File: src/rtl/alu_pkg.sv
// Shared opcode, width and state definitions for the ALU core and its multiplier.
package alu_pkg;

  localparam int OP_W = 4;

  localparam logic [OP_W-1:0] OP_ADD  = 4'd0;
  localparam logic [OP_W-1:0] OP_SUB  = 4'd1;
  localparam logic [OP_W-1:0] OP_AND  = 4'd2;
  localparam logic [OP_W-1:0] OP_OR   = 4'd3;
  localparam logic [OP_W-1:0] OP_XOR  = 4'd4;
  localparam logic [OP_W-1:0] OP_NOT  = 4'd5;
  localparam logic [OP_W-1:0] OP_SHL  = 4'd6;
  localparam logic [OP_W-1:0] OP_SHR  = 4'd7;
  localparam logic [OP_W-1:0] OP_MUL  = 4'd8;
  localparam logic [OP_W-1:0] OP_PASS = 4'd9;

  typedef logic [0:0] alu_state_t;

  localparam alu_state_t S_IDLE    = 1'b0;
  localparam alu_state_t S_MUL_RUN = 1'b1;

endpackage

File: src/rtl/alu_core_if.sv
// Request/result bundle between the ALU core and its requester / flag register.
interface alu_core_if
  import alu_pkg::*;
#(
  parameter int WIDTH = 8
);
  logic             alu_start;
  logic [OP_W-1:0]  alu_op;
  logic [WIDTH-1:0] alu_a;
  logic [WIDTH-1:0] alu_b;
  logic             alu_busy;
  logic             alu_done;
  logic [WIDTH-1:0] alu_result;
  logic             alu_flag_c;
  logic             alu_flag_b;
  logic             alu_flag_z;
  logic             alu_flag_cb_valid;

  modport master (
    output alu_start, alu_op, alu_a, alu_b,
    input  alu_busy, alu_done, alu_result,
    input  alu_flag_c, alu_flag_b, alu_flag_z, alu_flag_cb_valid
  );

  modport slave (
    input  alu_start, alu_op, alu_a, alu_b,
    output alu_busy, alu_done, alu_result,
    output alu_flag_c, alu_flag_b, alu_flag_z, alu_flag_cb_valid
  );
endinterface

File: src/rtl/alu_mul_seq.sv
// Unsigned shift-add multiplier: WIDTH iterations timed by a down-counter.
// finish_o marks the last iteration; product_o is the accumulator value it produces.
module alu_mul_seq #(
  parameter int WIDTH = 8
) (
  input  logic               clk,
  input  logic               rst_n,
  input  logic               start_i,
  input  logic [WIDTH-1:0]   a_i,
  input  logic [WIDTH-1:0]   b_i,
  output logic               finish_o,
  output logic [2*WIDTH-1:0] product_o
);

  localparam int CNT_W = $clog2(WIDTH + 1);

  logic [CNT_W-1:0]   cnt_q, cnt_d;
  logic [2*WIDTH-1:0] mcand_q, mcand_d;
  logic [WIDTH-1:0]   mplier_q, mplier_d;
  logic [2*WIDTH-1:0] acc_q, acc_d;
  logic [2*WIDTH-1:0] acc_next;

  assign acc_next  = acc_q + (mplier_q[0] ? mcand_q : '0);
  assign finish_o  = (cnt_q == CNT_W'(1));
  assign product_o = acc_next;

  always_comb begin
    cnt_d    = cnt_q;
    mcand_d  = mcand_q;
    mplier_d = mplier_q;
    acc_d    = acc_q;
    if (start_i) begin
      cnt_d    = CNT_W'(WIDTH);
      mcand_d  = {{WIDTH{1'b0}}, a_i};
      mplier_d = b_i;
      acc_d    = '0;
    end else if (cnt_q != '0) begin
      cnt_d    = cnt_q - CNT_W'(1);
      mcand_d  = {mcand_q[2*WIDTH-2:0], 1'b0};
      mplier_d = {1'b0, mplier_q[WIDTH-1:1]};
      acc_d    = acc_next;
    end
  end

  always_ff @(posedge clk or negedge rst_n) begin
    if (!rst_n) begin
      cnt_q    <= '0;
      mcand_q  <= '0;
      mplier_q <= '0;
      acc_q    <= '0;
    end else begin
      cnt_q    <= cnt_d;
      mcand_q  <= mcand_d;
      mplier_q <= mplier_d;
      acc_q    <= acc_d;
    end
  end

endmodule

File: src/rtl/alu_core.sv
// Registered ALU feeding the flag register: single-cycle ops plus sequential MUL.
//   state     | meaning
//   S_IDLE    | accepting requests; single-cycle ops complete here
//   S_MUL_RUN | multiplier iterating; requests ignored
module alu_core
  import alu_pkg::*;
#(
  parameter int WIDTH = 8
) (
  input  logic     clk,
  input  logic     alu_rst_n,
  alu_core_if.slave bus
);

  alu_state_t       state_q, state_d;
  logic [WIDTH-1:0] result_q, result_d;
  logic             done_q, done_d;
  logic             c_q, c_d;
  logic             b_q, b_d;
  logic             cbv_q, cbv_d;
  logic [WIDTH:0]   sum_ext;
  logic             accept;
  logic             mul_go;
  logic             mul_finish;
  logic [2*WIDTH-1:0] mul_product;

  assign accept  = bus.alu_start && (state_q == S_IDLE);
  assign mul_go  = accept && (bus.alu_op == OP_MUL);
  assign sum_ext = {1'b0, bus.alu_a} + {1'b0, bus.alu_b};

  alu_mul_seq #(.WIDTH(WIDTH)) u_mul (
    .clk       (clk),
    .rst_n     (alu_rst_n),
    .start_i   (mul_go),
    .a_i       (bus.alu_a),
    .b_i       (bus.alu_b),
    .finish_o  (mul_finish),
    .product_o (mul_product)
  );

  always_comb begin
    state_d  = state_q;
    result_d = result_q;
    c_d      = c_q;
    b_d      = b_q;
    done_d   = 1'b0;
    cbv_d    = 1'b0;
    case (state_q)
      S_IDLE: begin
        if (accept) begin
          if (bus.alu_op == OP_MUL) begin
            state_d = S_MUL_RUN;
          end else begin
            done_d = 1'b1;
            case (bus.alu_op)
              OP_ADD: begin
                result_d = sum_ext[WIDTH-1:0];
                c_d = sum_ext[WIDTH]; b_d = 1'b0; cbv_d = 1'b1;
              end
              OP_SUB: begin
                result_d = bus.alu_a - bus.alu_b;
                c_d = 1'b0; b_d = (bus.alu_a < bus.alu_b); cbv_d = 1'b1;
              end
              OP_AND:  result_d = bus.alu_a & bus.alu_b;
              OP_OR:   result_d = bus.alu_a | bus.alu_b;
              OP_XOR:  result_d = bus.alu_a ^ bus.alu_b;
              OP_NOT:  result_d = ~bus.alu_a;
              OP_SHL: begin
                result_d = {bus.alu_a[WIDTH-2:0], 1'b0};
                c_d = bus.alu_a[WIDTH-1]; b_d = 1'b0; cbv_d = 1'b1;
              end
              OP_SHR: begin
                result_d = {1'b0, bus.alu_a[WIDTH-1:1]};
                c_d = bus.alu_a[0]; b_d = 1'b0; cbv_d = 1'b1;
              end
              OP_PASS: result_d = bus.alu_b;
              default: ;  // undefined opcode: completes but leaves result and flags alone
            endcase
          end
        end
      end
      S_MUL_RUN: begin
        if (mul_finish) begin
          result_d = mul_product[WIDTH-1:0];
          c_d      = |mul_product[2*WIDTH-1:WIDTH];
          b_d      = 1'b0;
          cbv_d    = 1'b1;
          done_d   = 1'b1;
          state_d  = S_IDLE;
        end
      end
      default: state_d = S_IDLE;
    endcase
  end

  always_ff @(posedge clk or negedge alu_rst_n) begin
    if (!alu_rst_n) begin
      state_q  <= S_IDLE;
      result_q <= '0;
      done_q   <= 1'b0;
      c_q      <= 1'b0;
      b_q      <= 1'b0;
      cbv_q    <= 1'b0;
    end else begin
      state_q  <= state_d;
      result_q <= result_d;
      done_q   <= done_d;
      c_q      <= c_d;
      b_q      <= b_d;
      cbv_q    <= cbv_d;
    end
  end

  assign bus.alu_busy          = (state_q == S_MUL_RUN);
  assign bus.alu_done          = done_q;
  assign bus.alu_result        = result_q;
  assign bus.alu_flag_c        = c_q;
  assign bus.alu_flag_b        = b_q;
  assign bus.alu_flag_z        = (result_q == '0);
  assign bus.alu_flag_cb_valid = cbv_q;

endmodule

File: src/flat_wrapper.sv
// flat-port wrapper written by rule: the top's interface ports become plain ports
module alu_core_flat import alu_pkg::*;
#(
  parameter int WIDTH = 8
)
  (clk, alu_rst_n, bus_alu_start, bus_alu_op, bus_alu_a, bus_alu_b, bus_alu_busy, bus_alu_done, bus_alu_result, bus_alu_flag_c, bus_alu_flag_b, bus_alu_flag_z, bus_alu_flag_cb_valid);
  alu_core_if #(.WIDTH(WIDTH)) bus_i ();
  input  logic clk;
  input  logic alu_rst_n;
  input wire logic [$bits(bus_i.alu_start)-1:0] bus_alu_start;
  input wire logic [$bits(bus_i.alu_op)-1:0] bus_alu_op;
  input wire logic [$bits(bus_i.alu_a)-1:0] bus_alu_a;
  input wire logic [$bits(bus_i.alu_b)-1:0] bus_alu_b;
  output wire logic [$bits(bus_i.alu_busy)-1:0] bus_alu_busy;
  output wire logic [$bits(bus_i.alu_done)-1:0] bus_alu_done;
  output wire logic [$bits(bus_i.alu_result)-1:0] bus_alu_result;
  output wire logic [$bits(bus_i.alu_flag_c)-1:0] bus_alu_flag_c;
  output wire logic [$bits(bus_i.alu_flag_b)-1:0] bus_alu_flag_b;
  output wire logic [$bits(bus_i.alu_flag_z)-1:0] bus_alu_flag_z;
  output wire logic [$bits(bus_i.alu_flag_cb_valid)-1:0] bus_alu_flag_cb_valid;
  assign bus_i.alu_start = bus_alu_start;
  assign bus_i.alu_op = bus_alu_op;
  assign bus_i.alu_a = bus_alu_a;
  assign bus_i.alu_b = bus_alu_b;
  assign bus_alu_busy = bus_i.alu_busy;
  assign bus_alu_done = bus_i.alu_done;
  assign bus_alu_result = bus_i.alu_result;
  assign bus_alu_flag_c = bus_i.alu_flag_c;
  assign bus_alu_flag_b = bus_i.alu_flag_b;
  assign bus_alu_flag_z = bus_i.alu_flag_z;
  assign bus_alu_flag_cb_valid = bus_i.alu_flag_cb_valid;
  alu_core #(.WIDTH(WIDTH)) u_core (.clk(clk), .alu_rst_n(alu_rst_n), .bus(bus_i));
endmodule
File: config.mk
export PLATFORM = sky130hd
export DESIGN_NAME = alu_core_flat
export DESIGN_NICKNAME = d
export VERILOG_FILES = /design/src/rtl/alu_pkg.sv /design/src/rtl/alu_core_if.sv /design/src/rtl/alu_mul_seq.sv /design/src/rtl/alu_core.sv /design/src/flat_wrapper.sv
export SDC_FILE = /design/constraint.sdc
export NUM_CORES = 1
export LEC_CHECK = 0
export CAP_MARGIN = 20
export CORE_MARGIN = 2
export CORE_UTILIZATION = 33
export CTS_BUF_LIST = sky130_fd_sc_hd__clkbuf_16
export CTS_CLUSTER_DIAMETER = 60
export DETAILED_ROUTE_END_ITERATION = 12
export SLEW_MARGIN = 20
export SYNTH_ARGS = -nofsm -noshare
export SYNTH_HDL_FRONTEND = slang
export SYNTH_SLANG_ARGS = --single-unit
File: constraint.sdc
create_clock -name clk -period 7.3 [get_ports clk]
set_input_delay 1.46 -clock clk [delete_from_list [all_inputs] [get_ports clk]]
set_output_delay 1.46 -clock clk [all_outputs]
set_load 0.005 [all_outputs]
Word level (Yosys, flattened, before mapping) --
Cells that the tools add are included. Widths: inputs -> output; s select.
Word-level totals: output and inout bits 14, flip-flop bits (word level) 57, input port bits 23
Operators by class: equal/unequal tests 16, add/sub/neg operators 4, multiplexer cells 36, reductions and logical operators 12, bitwise gates (word level) 5, magnitude comparators 1
Operators by type and width (number):
- $mux 16 | 5
- $pmux 8 s9 | 1
- $mux 8 | 5
- $add 16x16->16 | 1
- $eq 4x3->1 const B | 4
- $pmux 8 s2 | 1
- $mux 1 | 15
- $pmux 1 s2 | 6
- $reduce_and 4->1 | 3
- $ne 10x10->1 const B | 1
- $add 8x8->9 | 1
- $and 8x8->8 | 1
- $eq 4x1->1 const B | 2
- $eq 4x2->1 const B | 2
- $eq 4x4->1 const B | 2
- $logic_not 8->1 | 1
- $lt 8x8->1 | 1
- $mux 4 | 2
- $not 8->8 | 1
- $or 8x8->8 | 1
- $reduce_or 8->1 | 1
- $sub 8x8->8 | 1
- $xor 8x8->8 | 1
- $ne 5x5->1 const B | 1
- 12 further kinds | 14

Depth between registers and ports, before layout --
word-level depth 6, mapped depth 11

Modules after synthesis --
A second synthesis with hierarchy kept.
Second synthesis, totals: cell total of the unflattened synthesis 615, area total of the unflattened synthesis 4944.7 sq um
Modules (own cells, without submodules):
- alu_mul_seq | seq. area each 1101.1 sq um, area each 2768.9 sq um, cells each 320, instances 1
- alu_core | seq. area each 325.3 sq um, area each 2175.8 sq um, cells each 295, instances 1

Worst setup path after synthesis --
Ideal clock, no wire load.
kind input port to flip-flop, from in bus_alu_b[0], to reg u_core.c_q, in the netlist u_core.bus.alu_flag_c, slack 4039 ps, stages 10, path buffers 0, data arrival time 3193 ps, data required time 7233 ps, cells stage by stage ha_1 -> inv_1 -> fa_1 -> nor2b_1 -> o21ai_1 -> a211o_1 -> nand2_1 -> a211oi_1 -> o311ai_0 -> o221a_1
Between the ends: word-level cells in the longest chain between the ends 5
RTL lines:
- start, declared | RTL line flat_wrapper.sv:13 | input wire logic [$bits(bus_i.alu_b)-1:0] bus_alu_b;
- $add 8x8->9 | RTL line alu_core.sv:29 | assign sum_ext = {1'b0, bus.alu_a} + {1'b0, bus.alu_b};
- $pmux 1 s4 | RTL line alu_core.sv:55 | case (bus.alu_op)
- $mux 1 | RTL line alu_core.sv:51 | if (bus.alu_op == OP_MUL) begin
- $mux 1 | RTL line alu_core.sv:50 | if (accept) begin
- $pmux 1 s2 | RTL line alu_core.sv:48 | case (state_q)
- end signal, assigned | RTL line alu_core.sv:101 | c_q <= 1'b0;
- end signal, assigned | RTL line alu_core.sv:108 | c_q <= c_d;
- end, declared | RTL line alu_core.sv:18 | logic c_q, c_d;
Every way passes these cells. The select of a mux whose other input is x is not followed. A chain may end at the register's enable or synchronous reset.

Worst setup path after layout --
from in bus_alu_op[0], to reg u_core.result_q[7], in the netlist u_core.bus.alu_result[7]
Between the ends: word-level cells in the longest chain between the ends 5, elaborated cells between the ends (all ways) 17
RTL lines:
- start, declared | RTL line flat_wrapper.sv:11 | input wire logic [$bits(bus_i.alu_op)-1:0] bus_alu_op;
- $eq 4x4->1, or another cell as far along | RTL line alu_core.sv:55
- $pmux 8 s9 | RTL line alu_core.sv:55
- $mux 8 | RTL line alu_core.sv:51
- $mux 8 | RTL line alu_core.sv:50
- $pmux 8 s2 | RTL line alu_core.sv:48
- end signal, assigned | RTL line alu_core.sv:106 | result_q <= result_d;
- end, declared | RTL line alu_core.sv:16 | logic [WIDTH-1:0] result_q, result_d;
Parallel ways exist; a longest one is shown, timed or not. The select of a mux whose other input is x is not followed.

==> impl_metrics.tcl <==
set metrics [dict create \
    status "completed" \
    placed_area_um2 5330 \
    switching_share 0.380 \
    netlist_instances 603 \
    critPathKind "in2reg" \
    synthSimpleGateAreaFrac 0.230 \
    grt_start_max_net_pins 58 \
    synth_top_family_by_area "compound AO/OA/AOI/OAI gates" \
    io_buffer_count 36 \
    fin_tns_setup_ns 0 \
    synth_edf_count 0 \
    rsz0062_at_grt "no" \
    hold_path_depth 2 \
    grt_pass1_wl_mm 22.3 \
    synth_xor_area_frac 0.0325 \
    vias 4446 \
    path_clk_slew_ns 0.05 \
    grt_use_met2 0.276 \
    p_int_mw 1.07 \
    synth-async-reset-ratio 1.00 \
    core_area_um2 14400 \
    clock_path_buffers 2 \
    start_util 0.336 \
    critPathLaunchType "input pin" \
    cts_root_buf "clkbuf_16" \
    place_congestion 0.892 \
    end_kind "flop" \
    drive_gt1_frac 0.0669 \
    clock_latency_ns 0.33 \
    pin_count 37 \
    synth_compound_area_frac 0.235 \
    worst_pin_slew_ns 1.06 \
    drv_cap 0 \
    clock-skew-final_ns 0.00930 \
    switching_power_uw 657 \
    syn_nets 671 \
    dp_hpwl_mm 9.65 \
    postCtsSetupRepairBufs 0 \
    setup_viol_count_final 0 \
    synth_cell_types 78 \
    wire_per_inst_um 16.6 \
    worstPathMaxFanout 27 \
    vdd_drop_max_mv 0.132 \
    layout.nets 691 \
    die_x_um 125 \
    avgSynthCellArea_um2 8.04 \
    ys_seq_elements 57 \
    cts.repair.resized 0 \
    met3_usage 0.0261 \
    fin_crit_sh 0.586 \
    ys_seq_area_frac 0.294 \
    comb_power_share 0.441 \
    power.density_nw_per_um2 306 \
    min_path_type "reg2reg" \
    finalHoldViolCount 0 \
    placementRows 44 \
    die_h_um 125 \
    dr.pass1.iters 5 \
    synth-adder-area-share 0.121 \
    detail_route.iter0.violations 338 \
    drc 0 \
    min_period_ns 4.28 \
    p_leak_nw 2.47 \
    nFillCells 1485 \
    worstPathRequired_ns 7.48 \
    cts.sinks 57 \
    slew-limit-headroom 0.293 \
    worstRegToRegCells 10 \
    synth_warnings 0 \
    p_seq_frac 0.303 \
    grt_antenna_before_repair 0 \
    p_clk_frac 0.256 \
    gr-max-usage-layer "met2" \
    max_freq_mhz 234 \
    ant_nets 0 \
    cts_tree "yes" \
    wl_mm 13.5 \
    grtUsageTotal 0.173 \
    slew_viol_final 0 \
    grt-ovfl-total 0 \
    synth_mux_area_frac 0.0281 \
    cp.arrival_ns 4.46 \
    grt_pass1_vias 4369 \
    syn_to_final_growth_pct 16.4 \
    cts_inserted_buffers 9 \
    hold_buffers 0 \
    synth.cell_area_um2 4850 \
    use_met1 0.241 \
    ys.flop_type "dfrtp_1" \
    fin_area_um2 5650 \
    diodes 0 \
    routed_via_density 5.48 \
    die_area_um2 15700 \
    h-tree-depth 3 \
]
cell usage after synthesis, types with 8 or more instances:
| master | instances | area (um2) |
|---|---|---|
| o21ai_1 | 17 | 85.1 |
| clkbuf_1 | 20 | 75.1 |
| nor3_1 | 10 | 50.1 |
| xnor2_1 | 14 | 123 |
| dfrtp_1 | 57 | 1430 |
| a21oi_1 | 48 | 240 |
| nor2_1 | 57 | 214 |
| nand2_1 | 89 | 334 |
| mux2i_1 | 8 | 80.1 |
| a22oi_1 | 8 | 60.1 |
| ha_1 | 42 | 526 |
| o22ai_1 | 8 | 50.1 |
| a211oi_1 | 10 | 75.1 |
| inv_1 | 34 | 128 |
| buf_2 | 8 | 40.0 |
| nand3_1 | 12 | 60.1 |
| a31oi_1 | 16 | 100 |
| and2_1 | 17 | 106 |
cell usage in the layout, fill, tap and decap left out, types with 9 or more instances in the layout:
cell type / instances
nand2_1: 89
nor2_1: 57
dfrtp_1: 57
a21oi_1: 48
ha_1: 42
inv_1: 35
clkdlybuf4s50_1: 35
and2_1: 17
o21ai_1: 17
a31oi_1: 16
xnor2_1: 14
nand3_1: 11
nor3_1: 10
a211oi_1: 10
clkbuf_16: 9
cells by family (layout without fill, tap and decap cells):
| kind of cell | after synthesis | after routing |
|---|---|---|
| AOI/OAI and AO/OA | 170 | 170 |
| xor gates and xnor gates | 18 | 18 |
| adders and majority gates | 45 | 45 |
| buffers and inverters | 69 | 94 |
| DFF | 57 | 57 |
| muxes | 13 | 13 |
| and+or+nand+nor | 231 | 231 |
critical path: stages:
cell and delay [ns]:
clkdlybuf4s50_1 1.17, nor3_1 0.25, o21ai_1 0.26, o31a_1 0.54, nand2_1 0.09, a2111oi_0 0.55
a21oi_1 0.13
final timing paths:
| path | from | end | slack (ns) |
|---|---|---|---|
| worst max-delay path | bus_alu_op[0] | u_core.bus.alu_result[7] | 3.02 |
| worst min-delay path | u_core.u_mul.acc_q[7] | u_core.u_mul.acc_q[7] | 0.52 |
| worst max register to register | u_core.u_mul.mplier_q[0] | u_core.bus.alu_flag_c | 4.13 |
| worst min register to register | u_core.u_mul.acc_q[7] | u_core.u_mul.acc_q[7] | 0.52 |
| max in group asynchronous | alu_rst_n | u_core.u_mul.acc_q[6] | 5.51 |
| min in group asynchronous | alu_rst_n | u_core.u_mul.acc_q[7] | 1.28 |
metrics by stage:
| step | hold slack [ns] | cells | util | setup slack, ns | power (mW) |
|---|---|---|---|---|---|
| 5_1_grt | 0.556 | 812 | 0.391 | 2.69 | 1.85 |
| 2_1_floorplan | 0.475 | 603 | - | 4.04 | 1.05 |
| 4_1_cts | 0.529 | 812 | 0.391 | 2.94 | 1.74 |
| 6_report | 0.524 | 812 | 0.391 | 3.02 | 1.73 |
| 3_5_place_dp | 0.511 | 796 | 0.369 | 2.64 | 1.28 |
| 3_3_place_gp | 0.506 | 796 | 0.369 | 2.70 | 1.26 |
power groups by stage:
stage               clock [mW]  combinational (mW)  sequential (mW)
finish                   0.443               0.762            0.523
detailed placement           0               0.757            0.527
CTS                      0.450               0.762            0.524
global placement             0               0.740            0.523
global route             0.464               0.849            0.539
floorplan                    0               0.542            0.505
routing by layer:
| layer | part of all wire | routed length, um |
|---|---|---|
| met2 | 0.47 | 6290 |
| met1 | 0.48 | 6450 |
| met3 | 0.036 | 491 |
| met5 | 0 | 0 |
| met4 | 0.020 | 266 |
registers in the layout, indices dropped and copies added (netlist names):
name / flops
u_core.bus.alu_busy: 1
u_core.bus.alu_done: 1
u_core.bus.alu_flag_b: 1
u_core.bus.alu_flag_c: 1
u_core.bus.alu_flag_cb_valid: 1
u_core.bus.alu_result: 8
u_core.u_mul.acc_q: 16
u_core.u_mul.cnt_q: 4
u_core.u_mul.mcand_q: 16
u_core.u_mul.mplier_q: 8
area by class of cell:
type | count | area, um2 | share of cell area
clock buffers | 9 | 225 | 0.0399
clock inverters | 7 | 86.3 | 0.0153
inverters | 37 | 139 | 0.0246
multi-input cells | 477 | 3150 | 0.557
flip-flops and latches | 57 | 1430 | 0.253
well taps | 184 | 230 | 0.0408
repair buffers | 41 | 393 | 0.0696
Power figures use the tool's default switching activity.
